$ cat config.mk
export PLATFORM = sky130hd
export DESIGN_NAME = bit_serializer_flat
export DESIGN_NICKNAME = d
export VERILOG_FILES = /design/src/rtl/bit_serializer_pkg.sv /design/src/rtl/bit_serializer_if.sv /design/src/rtl/bit_serializer.sv /design/src/flat_wrapper.sv
export SDC_FILE = /design/constraint.sdc
export NUM_CORES = 1
export LEC_CHECK = 0
export CAP_MARGIN = 10
export CORE_MARGIN = 10
export CORE_UTILIZATION = 30
export CTS_CLUSTER_SIZE = 8
export DETAILED_ROUTE_END_ITERATION = 7
export GPL_ROUTABILITY_DRIVEN = 0
export GPL_TIMING_DRIVEN = 0
export HOLD_SLACK_MARGIN = 0.1
export SLEW_MARGIN = 0
export SYNTH_ARGS = -nofsm -noshare
export SYNTH_HDL_FRONTEND = slang
export SYNTH_SLANG_ARGS = --single-unit
$ cat constraint.sdc
create_clock -name clk -period 1.9 [get_ports clk]
set_input_delay 0.475 -clock clk [delete_from_list [all_inputs] [get_ports clk]]
set_output_delay 0.475 -clock clk [all_outputs]
set_load 0.01 [all_outputs]
$ cat src/rtl/bit_serializer_pkg.sv
// Shared types and helpers for the bit serializer.
package ser_pkg;

   // Controller states: waiting for a word, shifting bits out, inter-word idle gap.
   typedef enum logic [1:0] {
      IDLE  = 2'd0,
      SHIFT = 2'd1,
      GAP   = 2'd2
   } ser_state_t;

   // Gap counter width; GAP_CYCLES is limited to 0..255.
   localparam int unsigned GapCntW = 8;

   // Bit-counter width for a word of the given size (at least one bit).
   function automatic int unsigned cnt_width(input int unsigned width);
      return (width > 1) ? $clog2(width) : 1;
   endfunction

endpackage

$ cat src/rtl/bit_serializer_if.sv
// Word-in / bit-out bundle for the bit serializer.
interface bit_serializer_if #(
   parameter int unsigned WIDTH = 8
) ();

   logic             in_valid;
   logic             in_ready;
   logic [WIDTH-1:0] in_data;
   logic             out_bit;
   logic             out_valid;
   logic             word_done;
   logic             busy;

   // Word source / serial sink side.
   modport master (
      output in_valid,
      output in_data,
      input  in_ready,
      input  out_bit,
      input  out_valid,
      input  word_done,
      input  busy
   );

   // Serializer side.
   modport slave (
      input  in_valid,
      input  in_data,
      output in_ready,
      output out_bit,
      output out_valid,
      output word_done,
      output busy
   );

endinterface

$ cat src/rtl/bit_serializer.sv
// Parallel-to-serial front end: accepts WIDTH-bit words on valid/ready and
// shifts them out one bit per clock, with an optional idle gap between words.
module bit_serializer
   import ser_pkg::*;
#(
   parameter int unsigned WIDTH      = 8,
   parameter bit          MSB_FIRST  = 1'b1,
   parameter int unsigned GAP_CYCLES = 0,
   parameter bit          IDLE_BIT   = 1'b0
) (
   input  logic             clk,
   input  logic             reset_n,
   bit_serializer_if.slave  bus
);

   localparam int unsigned         CntW    = cnt_width(WIDTH);
   localparam logic [CntW-1:0]     LastBit = CntW'(WIDTH - 1);
   localparam bit                  HasGap  = (GAP_CYCLES != 0);
   localparam logic [GapCntW-1:0]  GapLoad = HasGap ? GapCntW'(GAP_CYCLES - 1) : '0;

   ser_state_t           r_state;
   logic [WIDTH-1:0]     r_shreg;
   logic [CntW-1:0]      r_bit_cnt;
   logic [GapCntW-1:0]   r_gap_cnt;

   ser_state_t           w_state_nxt;
   logic [WIDTH-1:0]     w_shreg_nxt;
   logic [CntW-1:0]      w_bit_cnt_nxt;
   logic [GapCntW-1:0]   w_gap_cnt_nxt;

   logic                 w_last;
   logic                 w_ready;
   logic [WIDTH-1:0]     w_shifted;

   assign w_last  = (r_state == SHIFT) && (r_bit_cnt == LastBit);
   // A new word may enter in the same cycle the last bit leaves only when no gap follows.
   assign w_ready = (r_state == IDLE) || (w_last && !HasGap);

   assign w_shifted = MSB_FIRST ? {r_shreg[WIDTH-2:0], 1'b0} : {1'b0, r_shreg[WIDTH-1:1]};

   // State register and datapath registers, cleared asynchronously.
   always_ff @(posedge clk or negedge reset_n) begin
      if (!reset_n) begin
         r_state   <= IDLE;
         r_shreg   <= '0;
         r_bit_cnt <= '0;
         r_gap_cnt <= '0;
      end else begin
         r_state   <= w_state_nxt;
         r_shreg   <= w_shreg_nxt;
         r_bit_cnt <= w_bit_cnt_nxt;
         r_gap_cnt <= w_gap_cnt_nxt;
      end
   end

   // Next-state logic: accept, shift, gap countdown.
   always_comb begin
      w_state_nxt   = r_state;
      w_shreg_nxt   = r_shreg;
      w_bit_cnt_nxt = r_bit_cnt;
      w_gap_cnt_nxt = r_gap_cnt;
      unique case (r_state)
         IDLE: begin
            if (bus.in_valid) begin
               w_state_nxt   = SHIFT;
               w_shreg_nxt   = bus.in_data;
               w_bit_cnt_nxt = '0;
            end
         end
         SHIFT: begin
            if (!w_last) begin
               w_shreg_nxt   = w_shifted;
               w_bit_cnt_nxt = r_bit_cnt + 1'b1;
            end else if (HasGap) begin
               w_state_nxt   = GAP;
               w_gap_cnt_nxt = GapLoad;
            end else if (bus.in_valid) begin
               // Back-to-back word: reload without leaving SHIFT.
               w_shreg_nxt   = bus.in_data;
               w_bit_cnt_nxt = '0;
            end else begin
               w_state_nxt   = IDLE;
            end
         end
         GAP: begin
            if (r_gap_cnt == '0) begin
               w_state_nxt   = IDLE;
            end else begin
               w_gap_cnt_nxt = r_gap_cnt - 1'b1;
            end
         end
         default: begin
            w_state_nxt = IDLE;
         end
      endcase
   end

   assign bus.in_ready  = w_ready;
   assign bus.out_valid = (r_state == SHIFT);
   assign bus.out_bit   = (r_state == SHIFT) ? (MSB_FIRST ? r_shreg[WIDTH-1] : r_shreg[0])
                                             : IDLE_BIT;
   assign bus.word_done = w_last;
   assign bus.busy      = (r_state != IDLE);

endmodule
$ cat src/flat_wrapper.sv
// flat-port wrapper written by rule: the top's interface ports become plain ports
module bit_serializer_flat import ser_pkg::*;
#(
   parameter int unsigned WIDTH      = 8,
   parameter bit          MSB_FIRST  = 1'b1,
   parameter int unsigned GAP_CYCLES = 0,
   parameter bit          IDLE_BIT   = 1'b0
)
  (clk, reset_n, bus_in_valid, bus_in_data, bus_in_ready, bus_out_bit, bus_out_valid, bus_word_done, bus_busy);
  bit_serializer_if #(.WIDTH(WIDTH)) bus_i ();
  input  logic clk;
  input  logic reset_n;
  input wire logic [$bits(bus_i.in_valid)-1:0] bus_in_valid;
  input wire logic [$bits(bus_i.in_data)-1:0] bus_in_data;
  output wire logic [$bits(bus_i.in_ready)-1:0] bus_in_ready;
  output wire logic [$bits(bus_i.out_bit)-1:0] bus_out_bit;
  output wire logic [$bits(bus_i.out_valid)-1:0] bus_out_valid;
  output wire logic [$bits(bus_i.word_done)-1:0] bus_word_done;
  output wire logic [$bits(bus_i.busy)-1:0] bus_busy;
  assign bus_i.in_valid = bus_in_valid;
  assign bus_i.in_data = bus_in_data;
  assign bus_in_ready = bus_i.in_ready;
  assign bus_out_bit = bus_i.out_bit;
  assign bus_out_valid = bus_i.out_valid;
  assign bus_word_done = bus_i.word_done;
  assign bus_busy = bus_i.busy;
  bit_serializer #(.WIDTH(WIDTH), .MSB_FIRST(MSB_FIRST), .GAP_CYCLES(GAP_CYCLES), .IDLE_BIT(IDLE_BIT)) u_core (.clk(clk), .reset_n(reset_n), .bus(bus_i));
endmodule
======== Yosys cells after proc, flatten, opt, wreduce, memory -nomap -nowiden ========
Index checks and enable logic that the tools add are counted.
storage, ports and cells
  register bits after elaboration ......... 21
  latch bits .............................. 0
  memory bits (writable) .................. 0
  bits in read-only memories .............. 0
  word-level logic and storage cells ...... 34
  memories kept ........................... 0
cells by class
  add/sub/neg operators ................... 2
  multipliers ............................. 0
  divide/modulo/power cells ............... 0
  order comparisons ....................... 0
  equal/unequal tests ..................... 7
  shift-type cells ........................ 0
  multiplexer cells ....................... 12
  bitwise gates (word level) .............. 1
  reduce and logical (&&, ||, !) cells .... 8
operators with widths
  cell                                                    number
  2-to-1 mux 8 bit                                        2
  case mux 8 bit (2 select lines)                         1
  logical NOT 8 bit                                       1
  2-to-1 mux 2 bit                                        4
  subtractor 8 x 1 -> 8 bit (second input constant)       1
  2-to-1 mux 3 bit                                        2
  case mux 2 bit (3 select lines)                         1
  case mux 3 bit (2 select lines)                         1
  inequality test 2 x 1 -> 1 bit (second input constant)  2
  inequality test 2 bit (second input constant)           2
  AND reduction 4 bit                                     1
  nonzero test 2 bit                                      2
  adder 3 x 1 -> 3 bit (second input constant)            1
  equality test 3 bit (second input constant)             1
  equality test 2 x 1 -> 1 bit (second input constant)    1
  equality test 2 bit (second input constant)             1
  logical NOT 2 bit                                       1
  AND reduction 2 bit                                     1
  logical AND 1 bit                                       1
  logical OR 1 bit                                        1
  2-to-1 mux 1 bit                                        1
  NOT 1 bit                                               1

======== Logic depth before layout (Yosys ltp) ========
Gate-level depths: netlist (run 1).
  depth after elaboration ................. 4
  depth in mapped cells ................... 5
  depth with buffers taken out ............ 4

======== Worst setup path before layout (run 1) ========
Ideal clock, no wire load.
  path type ............................... register -> output
  from .................................... register u_core.r_bit_cnt[0]
  to ...................................... output port bus_in_ready
  arrival time ............................ 1.121 ns
  slack ................................... 0.304 ns
  cell stages (with the launch flop) ...... 5
  path buffers ............................ 1
  path through ............................ dfrtp_1 -> ha_1 -> ha_1 -> nand2b_1 -> buf_4
between the ends
  cells in the longest elaborated chain, start to end .. 3
ends and longest elaborated chain
  item                    line                  RTL
  start, declared         bit_serializer.sv:23  logic [CntW-1:0] r_bit_cnt;
  start signal, assigned  bit_serializer.sv:51  r_bit_cnt <= w_bit_cnt_nxt;
  equality test 3 bit     bit_serializer.sv:35  assign w_last = (r_state == SHIFT) && (r_bit_cnt == LastBit);
  logical AND 1 bit       bit_serializer.sv:35
  logical OR 1 bit        bit_serializer.sv:37  assign w_ready = (r_state == IDLE) || (w_last && !HasGap);
  end, declared           flat_wrapper.sv:15    output wire logic [$bits(bus_i.in_ready)-1:0] bus_in_ready;
No other way between the ends.

======== Final worst setup path (run 1) ========
  from .................................... register u_core.r_bit_cnt[0]
  to ...................................... output port bus_word_done
between the ends
  cells in the longest elaborated chain, start to end .. 2
ends and longest elaborated chain
  item                 line                  RTL
  equality test 3 bit  bit_serializer.sv:35
  logical AND 1 bit    bit_serializer.sv:35
  end, declared        flat_wrapper.sv:18    output wire logic [$bits(bus_i.word_done)-1:0] bus_word_done;
No other way between the ends.

==> results of run 1 <==
## power by group
part           switching (uW)  internal [uW]
clock                    78.9           73.3
combinational             215            444
sequential               70.2            361
## final cells by class
cell class              count  share of cell area [%]
multi-input cells          28                    37.8
flip-flops and latches     12                    32.7
repair buffers             19                    19.8
plain buffers               3                    3.66
well taps                  27                    3.66
clock buffers               3                    2.44
## state kept, by name, summed over array words and instances, names as in the netlist
name and count:
u_core.r_state 1, u_core.r_shreg 8, u_core.r_bit_cnt 3
## kinds of logic (layout without fill, tap and decap cells)
group	count (synthesis)	after routing	synth area share (%)
AND/OR/NAND/NOR	8	8	8.17
buffers and inverters	3	25	4.08
adder cells (fa/ha/maj)	2	2	3.89
flip-flops	12	12	46.7
multiplexers	18	18	37.2
## worst max-delay path, stage by stage (launching register included)
cell	delay, ns
dfrtp_1	0.41
ha_4	0.18
ha_4	0.15
and2_1	0.15
clkdlybuf4s15_2	0.22
## layer usage
| layer | vias to the layer above | GRT usage [%] |
|---|---|---|
| met3 | 2 | 3.56 |
| met1 | 200 | 7.08 |
| met4 | 0 | 2.36 |
| met5 | - | 0 |
| li1 | 195 | - |
| met2 | 14 | 8.49 |
## how the worst min path moves through the flow
stage	to	from	cells after the start	slack, ns
after CTS	u_core.r_shreg[3]$_DFF_PN0_	u_core.r_shreg[2]$_DFF_PN0_	1	0.51
after detailed placement	u_core.r_bit_cnt[0]$_DFF_PN0_	u_core.r_bit_cnt[0]$_DFF_PN0_	1	0.48
final	u_core.r_shreg[2]$_DFF_PN0_	u_core.r_shreg[1]$_DFF_PN0_	1	0.51
after floorplan	u_core.r_bit_cnt[0]$_DFF_PN0_	reset_n	0	0.18
after global routing	u_core.r_shreg[5]$_DFF_PN0_	u_core.r_shreg[4]$_DFF_PN0_	1	0.53
after global placement	u_core.r_bit_cnt[0]$_DFF_PN0_	u_core.r_bit_cnt[0]$_DFF_PN0_	1	0.48
## what timing repair did
action,CTS,global route
pin swaps,0,2
setup buffers,3,1
endpoints found under the setup margin,2,2
gates resized for setup,13,5
## metrics by stage
step	hold WS [ns]	power (uW)	setup WS, ns	cell area, um2	setup TNS, ns
2_1_floorplan	0.179	785	0.304	643	0
3_3_place_gp	0.479	939	-0.283	827	-0.283
3_5_place_dp	0.483	959	-0.292	827	-0.292
4_1_cts	0.512	1190	0.00128	887	0
5_1_grt	0.527	1330	-0.00445	923	-0.00445
6_report	0.506	1240	0.0428	923	0
## cells in the final DEF, fill, tap and decap left out
cell type,count
nand2b_1,2
buf_6,2
mux2_2,7
and2_1,3
and2b_1,2
buf_8,1
mux2_4,10
clkdlybuf4s15_2,1
clkbuf_4,3
buf_4,5
mux2i_1,1
dfrtp_1,11
nand2b_4,1
dfrtp_2,1
ha_4,2
clkdlybuf4s50_1,13
==> impl_metrics.py, run 1 <==
metrics = {
    "die": {
        "rows": 16,
        "core-area_mm2": 0.00200,
        "die_h_um": 66.3,
        "pin_count": 16,
        "start_util_pct": 32.1,
        "die_w_um": 66.3,
        "fp.dieArea_mm2": 0.00440,
    },
    "route": {
        "dr_wl_met3_um": 94,
        "first_pass_iters": 2,
        "topRoutingLayerUsed": "met4",
        "num_vias": 411,
        "initialDrtViolationCount": 6,
        "routedLengthMet1_um": 608,
        "wl_met2_um": 592,
        "wl_per_cell_um": 14.2,
        "vias_per_cell": 4.47,
        "ant_nets": 0,
        "drc": 0,
        "drt_wl_total_mm": 1.30,
    },
    "place": {
        "port_buffers": 15,
        "place_hpwl_um": 951,
        "dp.cells": 85,
    },
    "global_route": {
        "grt_max_degree": 13,
        "grt_pass1_vias": 414,
        "grt_use_total_pct": 5.97,
        "grt_pass1_wl_mm": 2.01,
        "grt.overflow.total": 0,
        "antenna_found_initial": 0,
    },
    "synth": {
        "ys_seq_area_share_pct": 46.7,
        "ys_warn_count": 0,
        "synth_top_area_cell": "dfrtp_1",
        "synthDistinctLibCells": 10,
        "yosys.cell_count.top_type": "dfrtp_1",
        "synth.top_cell.area_share_pct": 46.7,
        "synth_edf_count": 0,
        "synth_seq_cells": 12,
        "synthCells": 43,
        "syn_nets": 56,
        "synth_commonest_cells": "dfrtp_1, mux2_4, mux2_2",
        "ys.flop_type": "dfrtp_1",
        "synth_area_leaders": "dfrtp_1, mux2_4, mux2_2",
        "synth_area_um2": 643,
        "async_flop_share_pct": 100,
        "syn_area_per_cell_um2": 15.0,
    },
    "power_and_ir_drop": {
        "peakVddDrop_mv": 0.723,
        "power.density_mw_per_mm2": 1350,
        "p_leak_uw": 0.000419,
    },
    "cells_and_area": {
        "area_growth_pct": 43.6,
        "multi_input_area_um2": 349,
        "drive_above_1_share_pct": 50.8,
        "fin_cells": 92,
        "n_antenna_cell": 0,
        "fillCellCount": 187,
        "regArea_um2": 302,
        "fin_util_pct": 46.1,
        "final_nets": 80,
    },
    "setup_path": {
        "crit_required_ns": 1.42,
        "critPathLaunchType": "flop",
        "rr_worst_depth": 6,
        "crit_path_end": "bus_word_done",
        "startpoint": "u_core.r_bit_cnt[0]$_DFF_PN0_",
        "path_max_fanout": 2,
        "critPathArrivalTime_ns": 1.38,
        "rr_endpoint": "u_core.r_shreg[4]$_DFF_PN0_",
        "r2r-start": "u_core.r_bit_cnt[0]$_DFF_PN0_",
        "r2r_slack_ns": 0.31,
        "endpoint_kind": "output port",
        "critical_path_class": "flop to output port",
    },
    "cts": {
        "clkSinkCount": 12,
        "clkTransAtPathRegs_ns": 0.07,
        "insertion_delay_ns": 0.27,
        "h-tree-depth": 1,
        "cts_tree": "yes",
        "postCtsHoldBufs": 0,
        "numCtsBuffers": 3,
        "cts.path.max_buffers": 2,
        "cts-root-buf": "clkbuf_4",
    },
    "sta": {
        "hold_violations": 0,
        "finalSetupViolations": 0,
        "maxSlewViolCount": 0,
        "worst_slew_pin_slew_ns": 0.534,
        "slew_headroom_pct": 64.3,
        "fin_skew_ns": 0.00357,
        "max_freq_mhz": 538,
        "period_needed_ns": 1.86,
        "fin_crit_sh_pct": 97.7,
    },
    "job": {
        "drv_cap": 0,
    },
    "outcome": {
        "outcome": "complete, no violations",
    },
    "min_path": {
        "hold_class": "flop to flop",
    },
}
Power figures use the tool's default switching activity.
==> run 2: changes to the inputs <==
- CORE_MARGIN: 10 -> 4
==> run 2 against run 1 <==
Against the previous run:
- wire length decreased by 8.7%
- global-route usage rose by 3.1 points
- critical endpoint is now bus_in_ready
- sequential power down 2%
- cell area shrank 0.27%
- hold slack got worse by 0.00064 ns
- core utilization fell by 0.12 points
==> impl_metrics.py, run 2 (synthesis gave the netlist of run 1 again) <==
metrics = {
    "cts": {
        "cts_tree": "yes",
        "cts.path.max_buffers": 2,
        "cts-root-buf": "clkbuf_4",
        "numCtsBuffers": 3,
        "insertion_delay_ns": 0.27,
        "clkTransAtPathRegs_ns": 0.07,
        "h-tree-depth": 1,
        "clkSinkCount": 12,
    },
    "die": {
        "start_util_pct": 32.1,
        "die_h_um": 54.3,
        "core-area_mm2": 0.00200,
        "rows": 16,
        "die_w_um": 54.3,
        "pin_count": 16,
        "fp.dieArea_mm2": 0.00295,
    },
    "global_route": {
        "grt.overflow.total": 0,
        "grt_pass1_wl_mm": 1.81,
        "grt_use_total_pct": 9.11,
        "grt_max_degree": 13,
        "grt_pass1_vias": 392,
        "antenna_found_initial": 0,
    },
    "sta": {
        "hold_violations": 0,
        "maxSlewViolCount": 0,
        "fin_crit_sh_pct": 96.5,
        "finalSetupViolations": 0,
        "max_freq_mhz": 546,
        "holdWs_ns": 0.506,
        "worst_slew_pin_slew_ns": 0.533,
        "slew_headroom_pct": 64.4,
        "rsz0062_at_grt": "true",
        "fin_skew_ns": 0.00575,
        "period_needed_ns": 1.83,
    },
    "route": {
        "drc": 0,
        "num_vias": 399,
        "initialDrtViolationCount": 4,
        "wl_per_cell_um": 12.8,
        "drt_wl_total_mm": 1.19,
        "ant_nets": 0,
        "vias_per_cell": 4.29,
        "first_pass_iters": 2,
    },
    "cells_and_area": {
        "n_antenna_cell": 0,
        "layout_commonest_cell": "clkdlybuf4s50_1",
        "final_nets": 80,
        "largest-register": "u_core.r_shreg",
        "largest_reg_flops": 8,
        "area_growth_pct": 43.2,
        "final_area_um2": 921,
        "fillCellCount": 194,
        "drive_above_1_share_pct": 51.5,
        "mostFrequentLayoutCells": "clkdlybuf4s50_1, dfrtp_1, mux2_4",
        "top_regs": "u_core.r_shreg x8, u_core.r_bit_cnt x3, u_core.r_state x1",
    },
    "setup_path": {
        "r2r_slack_ns": 0.32,
        "critical-path-max-stage-delay_ns": 0.39,
        "critical_path_class": "flop to output port",
        "crit_family": "flip-flops",
        "rr_endpoint": "u_core.r_shreg[6]$_DFF_PN0_",
        "slowest_stage": "dfrtp_1",
        "path_max_fanout": 2,
        "rr_worst_depth": 6,
        "critPathLaunchType": "flop",
        "endpoint_kind": "output port",
        "r2r-start": "u_core.r_bit_cnt[0]$_DFF_PN0_",
        "critPathArrivalTime_ns": 1.36,
        "path_cells": "ha_2, ha_4, nand2b_4, buf_8, buf_6",
        "crit_required_ns": 1.42,
        "startpoint": "u_core.r_bit_cnt[0]$_DFF_PN0_",
        "cp_num_buf_inv": 2,
    },
    "min_path": {
        "hp-start": "u_core.r_shreg[0]$_DFF_PN0_",
        "hold_class": "flop to flop",
        "hold_end": "u_core.r_shreg[1]$_DFF_PN0_",
        "worstHoldPathCells": 1,
    },
    "power_and_ir_drop": {
        "power.density_mw_per_mm2": 1370,
        "peakVddDrop_mv": 0.823,
        "p_leak_uw": 0.000426,
        "p_total_uw": 1260,
    },
    "place": {
        "port_buffers": 15,
        "place_hpwl_um": 804,
        "dpl-instance-area_um2": 827,
    },
    "job": {
        "drv_cap": 0,
    },
    "outcome": {
        "outcome": "complete, no violations",
    },
}
==> run 2: cell type report <==
class	count	area [um2]	share of cell area [%]
multi-input cells	28	339	36.8
well taps	27	33.8	3.67
plain buffers	3	33.8	3.67
clock buffers	4	36.3	3.94
repair buffers	19	176	19.2
flip-flops and latches	12	302	32.7
==> run 2: worst register-to-register path, cell delays in order (launching register included) <==
cell,delay [ns]
dfrtp_1,0.39
ha_2,0.19
ha_4,0.15
nand2b_4,0.14
buf_8,0.12
buf_4,0.18
mux2_4,0.31
==> run 2: where the power goes <==
| part | switching [uW] | total (uW) | internal [uW] |
|---|---|---|---|
| combinational | 210 | 640 | 429 |
| clock | 80.7 | 197 | 116 |
| sequential | 62.0 | 423 | 361 |
==> run 2: worst max-delay path by stage <==
stage,end,slack (ns),cells after the start
2_1_floorplan,bus_in_ready,0.30,4
3_3_place_gp,bus_in_ready,-0.28,5
3_5_place_dp,bus_in_ready,-0.29,5
4_1_cts,bus_out_bit,0.0005,2
5_1_grt,bus_in_ready,-0.0001,5
6_report,bus_in_ready,0.07,5
==> run 2: metrics by stage <==
stage	util, %	setup slack, ns	setup TNS, ns	cells
6_report	46.0	0.0669	0	93
5_1_grt	46.0	-0.000146	-0.000146	93
4_1_cts	45.0	0.000502	0	92
3_5_place_dp	41.3	-0.289	-0.289	85
3_3_place_gp	41.3	-0.278	-0.278	85
2_1_floorplan	-	0.304	0	43
==> run 2: timing repair <==
item                                    4_1_cts  5_1_grt
endpoints found under the setup margin        2        4
gates resized for setup                      12        4
pin swaps                                     0        1
setup buffers                                 3        1
hold buffers                                  0        0
==> run 2: metal layers <==
layer | GRT usage, % | vias to the layer above | wire (um)
met1 | 11.4 | 196 | 564
met2 | 13.3 | 12 | 531
met5 | 0 | - | 0
li1 | - | 191 | -
met3 | 5.18 | 0 | 93
met4 | 2.49 | 0 | 0
==> run 3: changes to the inputs <==
- HOLD_SLACK_MARGIN: 0.1 -> 0.15
- SLEW_MARGIN: 0 -> not set
==> results of run 3 <==
The final DEF is identical to that of run 2; final timing and power are the same.
==> patch 1, RTL diff (config.mk and constraints of run 2) <==
`WIDTH` is set to 8 in 3 places; all go to 6.
--- a/src/rtl/bit_serializer_if.sv
+++ b/src/rtl/bit_serializer_if.sv
@@ -1,6 +1,6 @@
 // Word-in / bit-out bundle for the bit serializer.
 interface bit_serializer_if #(
-   parameter int unsigned WIDTH = 8
+   parameter int unsigned WIDTH = 6
 ) ();
 
    logic             in_valid;
--- a/src/rtl/bit_serializer.sv
+++ b/src/rtl/bit_serializer.sv
@@ -3,7 +3,7 @@
 module bit_serializer
    import ser_pkg::*;
 #(
-   parameter int unsigned WIDTH      = 8,
+   parameter int unsigned WIDTH      = 6,
    parameter bit          MSB_FIRST  = 1'b1,
    parameter int unsigned GAP_CYCLES = 0,
    parameter bit          IDLE_BIT   = 1'b0
--- a/src/flat_wrapper.sv
+++ b/src/flat_wrapper.sv
@@ -1,7 +1,7 @@
 // flat-port wrapper written by rule: the top's interface ports become plain ports
 module bit_serializer_flat import ser_pkg::*;
 #(
-   parameter int unsigned WIDTH      = 8,
+   parameter int unsigned WIDTH      = 6,
    parameter bit          MSB_FIRST  = 1'b1,
    parameter int unsigned GAP_CYCLES = 0,
    parameter bit          IDLE_BIT   = 1'b0
Ports: changed (resized bus_in_data); port bits go from 16 to 14. No check against the original RTL was run, so the function may have changed too.
==> patch 1 against run 2 <==
Setup slack better by 0.00071 ns. Sequential cell count is 2 lower. Clock power is 28% lower. Routed wire length shrank 23%. Non-clock buffer count decreased by 4. Area after synthesis is 20% lower. Die area shrank 17%. Power down 16%. Maximum frequency hardly changed. Cell area down 22%.
==> patch 1: results (changes against run 2) <==
Outcome
  • Status: complete, no violations

Setup path
  • Max incr delay on CP: 0.38 ns
  • Reg2reg start: u_core.r_bit_cnt[1]
  • R2r endpoint: u_core.r_bit_cnt[0]
  • FF-to-FF setup slack: 0.57 ns (+0.25 ns)
  • Worst Setup EP: bus_word_done
  • Max FO, Critical Path: 4 (+2)

Logic synthesis
  • Ranking of synthesized cells by area: dfrtp_1 (49%), mux2i_1 (12%), ha_1 (4.9%)
  • Number of warnings issued by yosys: 0 (unchanged)
  • Cells after Synth: 46 (+7.0%)
  • Syn nets: 57 (+1.8%)
  • Most common library cells after synthesis: dfrtp_1 (10), mux2i_1 (6), nand2_1 (5), o21ai_0 (5), inv_1 (3)
  • Sequential-to-total area share from yosys stat: 0.488 (+0.0209)

Finish
  • Biggest regs: u_core.r_shreg (6), u_core.r_bit_cnt (3), u_core.r_state (1)
  • Non-filler cells, final: 80 (-14%)
  • Nets: 77 (-3.8%)

Clock network
  • CTS resizes: 7 (-5)
  • Setup Buffers After CTS: 1 (-2)

Global route
  • Largest net degree at the start of global routing: 11 (-2)
  • Met3 usage: 0.0306 (-0.0212)
  • Vias in the first global route: 356 (-9.2%)
  • Global-route wire length before repair: 1550 um (-14%)
  • GR Util met1: 0.115 (+0.00117)
  • Routing usage on met2: 0.109 (-0.0241)
  • GRT Util Overall: 0.0866 (-0.00452)

Power and ir drop
  • Clk pwr share: 0.135 (-0.021)
  • Sw frac: 0.337 (+0.0564)
  • Lkg Pwr: 0.343 nW (-19%)
  • Logic pwr share: 0.513 (+0.005)
  • Peak supply drop: 579 uV (-30%)

Drt
  • Metal2 WL: 386 um (-27%)
  • Met3 wire len: 58 um (-38%)
  • Max layer used: met4
  • M1 WL: 471 um (-16%)
  • Via density: 4.64 (+8.1%)

STA
  • Worst Skew: 0.00102 ns (-0.00473 ns)
  • Measured slew at the worst slew-check pin: 0.446 ns (-0.0873 ns)
  • Setup ws final: 0.0676 ns (+0.000710 ns)

Hold path
  • Hold path cells: 2 (+1)
  • Min-delay src: u_core.r_shreg[3]

Placed design
  • Pre-CTS setup slack: -0.136 ns (+0.152 ns)
  • Cell count after placement: 74 (-13%)
  • Placed cell areas: 653 um2 (-21%)
  • PortBufs: 12 (-3)
## patch 1: kinds of logic (layout without fill, tap and decap cells)
group | Yosys count | count (layout) | share of synthesized area
mux | 8 | 8 | 0.173
fa+ha+maj | 2 | 2 | 0.0488
flops | 10 | 10 | 0.488
simple gates | 11 | 11 | 0.107
compound gates | 9 | 9 | 0.115
buf+inv | 6 | 24 | 0.0683
## patch 1: how the worst min path moves through the flow
stage,to,slack [ns]
global route,u_core.r_shreg[4],0.52
global placement,u_core.r_shreg[2],0.46
finish,u_core.r_shreg[4],0.48
CTS,u_core.r_shreg[4],0.48
floorplan,u_core.r_bit_cnt[0],0.18
detailed placement,u_core.r_shreg[2],0.47
## patch 1: final cells by class
class / count / area, um2
Clock buffer: 3 / 22.5
Multi-Input combinational cell: 30 / 248
Buffer: 3 / 23.8
Inverter: 3 / 11.3
Tap cell: 16 / 20.0
Timing Repair Buffer: 15 / 141
Fill cell: 156 / 840
Sequential cell: 10 / 253
==> patch 2, RTL diff (settings of run 2) <==
Without the edit above. The 3 states of `ser_state_t` get a one-hot encoding in 3 bits.
--- a/src/rtl/bit_serializer_pkg.sv
+++ b/src/rtl/bit_serializer_pkg.sv
@@ -2,10 +2,10 @@
 package ser_pkg;
 
    // Controller states: waiting for a word, shifting bits out, inter-word idle gap.
-   typedef enum logic [1:0] {
-      IDLE  = 2'd0,
-      SHIFT = 2'd1,
-      GAP   = 2'd2
+   typedef enum logic [2:0] {
+      IDLE  = 3'b001,
+      SHIFT = 3'b010,
+      GAP   = 3'b100
    } ser_state_t;
 
    // Gap counter width; GAP_CYCLES is limited to 0..255.
Check against the original RTL: same outputs for any inputs over 10 cycles, from zero or initial values and one cycle with reset_n low; not proved beyond that.
==> patch 2 against run 2 <==
The run now ends with negative setup slack left. Power rose by 8.5%. Via count grew 47%. Routed wire length is 40% higher. Area after synthesis grew 9.9%. Global-route usage is 2.5 points higher. Setup slack worse by 0.24 ns. Cell area rose by 9.8%. Combinational power increased by 13%. Clock skew fell by 0.0018 ns. Sequential cell count grew 1. Critical path type unchanged. Highest routed layer is now met4.
==> patch 2: results (changes against run 2) <==
Outcome
  • Status: finished, violations left
  • Failing checks: negative setup slack

Setup path
  • Max incr delay on CP: 0.54 ns (+0.15 ns)
  • FF-to-FF setup slack: 0.13 ns (-0.19 ns)
  • Worst EP arrival: 1.60 ns (+0.24 ns)
  • R2r endpoint: u_core.r_bit_cnt[1]
  • Worst R2R Path Depth: 7 (+1)
  • Slowest CP cell: dfstp_2
  • Reg2reg start: u_core.r_bit_cnt[0]
  • Max FO, Critical Path: 3 (+1)
  • Beginning of the critical path: u_core.r_state[0]

Logic synthesis
  • Yosys cell types: 20 (+10)
  • Syn nets: 79 (+41%)
  • Ranking of synthesized cells by area: dfrtp_1 (42%), o2bb2ai_1 (9.9%), and3b_1 (8.7%)
  • Most common library cells after synthesis: dfrtp_1 (12), o2bb2ai_1 (8), a31oi_1 (7), and3b_1 (7)
  • Sequential-to-total area share from yosys stat: 0.462 (-0.00498)

Power and ir drop
  • Lkg Pwr: 0.461 nW (+8.1%)
  • Peak supply drop: 674 uV (-18%)

Hold path
  • Min-delay src: u_core.r_shreg[4]
  • Hold Path End: u_core.r_shreg[4]

Drt
  • DRT iter0 DRCs: 6 (+2)
  • Drt first pass iters: 4 (+2)
  • Per-cell routed wire length: 14.4 um (+12%)
  • Via density: 5.04 (+18%)

STA
  • Final setup fails: 3 (+3)
  • Setup ws final: -0.175 ns (-0.242 ns)
  • Hold Worst Slack: 0.489 ns (-0.0166 ns)
  • Max transition margin: 0.630 (-0.0134)
  • Final TNS setup: -0.372 ns (-0.372 ns)
  • Worst Skew: 0.00392 ns (-0.00184 ns)

Placed design
  • DP HPWL: 1080 um (+34%)
  • PortBufs: 15 (unchanged)

Global route
  • Largest net degree at the start of global routing: 14 (+1)
  • GRT Util Overall: 0.116 (+0.0247)
  • Vias in the first global route: 617 (+57%)
  • Global-route wire length before repair: 2790 um (+54%)

Finish
  • # fillers: 216 (+11%)
  • Nets: 104 (+30%)
patch 2: cell types whose count changed in the layout (fill, tap and decap cells not counted), moves of 3 or more:
cell | before | now
a31oi_1 | 0 | 7
and2_1 | 3 | 0
and3b_1 | 0 | 7
clkbuf_1 | 0 | 3
clkdlybuf4s50_1 | 13 | 10
inv_1 | 0 | 3
mux2_2 | 7 | 1
mux2_4 | 10 | 0
o2bb2ai_1 | 0 | 8
patch 2: report_power, final:
| group | internal, mW | switching [mW] | leakage (nW) |
|---|---|---|---|
| Combinational | 0.385 | 0.342 | 0.281 |
| Clock | 0.0813 | 0.0841 | 0.0150 |
| Sequential | 0.403 | 0.0708 | 0.164 |
patch 2: what timing repair did:
| action | CTS | global route |
|---|---|---|
| endpoints found under the setup margin | 7 | 6 |
| buffers inserted | 4 | 1 |
| pin swaps | 1 | 0 |
| resized for setup | 23 | 6 |
patch 2: area by class of cell:
class,count,area [um2],share of cell area
well taps,28,35.0,0.0347
inverters,4,15.0,0.0149
clock buffers,4,26.3,0.0260
multi-input cells,42,379,0.375
repair buffers,20,184,0.182
flip-flops and latches,13,327,0.323
plain buffers,5,45.0,0.0446
patch 2: cells by family after synthesis:
kind of cell | Yosys count | share of synthesized area
mux | 1 | 0.0159
buf+inv | 9 | 0.0690
compound gates | 22 | 0.234
simple gates | 15 | 0.149
fa+ha+maj | 4 | 0.0708
flops | 13 | 0.462
patch 2: worst max path at each step:
stage	cells past startpoint	endpoint	slack (ns)
after floorplan	5	bus_in_ready	0.01
after global placement	6	bus_in_ready	-0.44
after detailed placement	6	bus_in_ready	-0.46
after CTS	6	bus_in_ready	-0.19
after global routing	6	bus_in_ready	-0.22
final	6	bus_in_ready	-0.17
patch 2: through the flow:
step            util  worst slack (ns)  std cells  area [um2]
3_5_place_dp   0.401            -0.460        107         896
4_1_cts        0.445            -0.189        115         995
2_1_floorplan      -            0.0107         64         711
6_report       0.453            -0.175        116        1010
5_1_grt        0.453            -0.221        116        1010
3_3_place_gp   0.401            -0.440        107         896
patch 2: worst register-to-register path, cell delays in order, from the launching register on:
cell and delay [ns]:
dfrtp_1 0.39, ha_2 0.21, ha_4 0.19, nand2b_1 0.16, buf_6 0.14, a21o_1 0.20, buf_6 0.14, a22o_1 0.23
patch 2: per-layer routing:
metal | vias to the layer above | routed length, um | global-route usage
met4 | 0 | 34 | 0.0610
met2 | 13 | 815 | 0.191
met5 | - | 0 | 0
li1 | 289 | - | -
met3 | 5 | 62 | 0.0161
met1 | 278 | 754 | 0.144
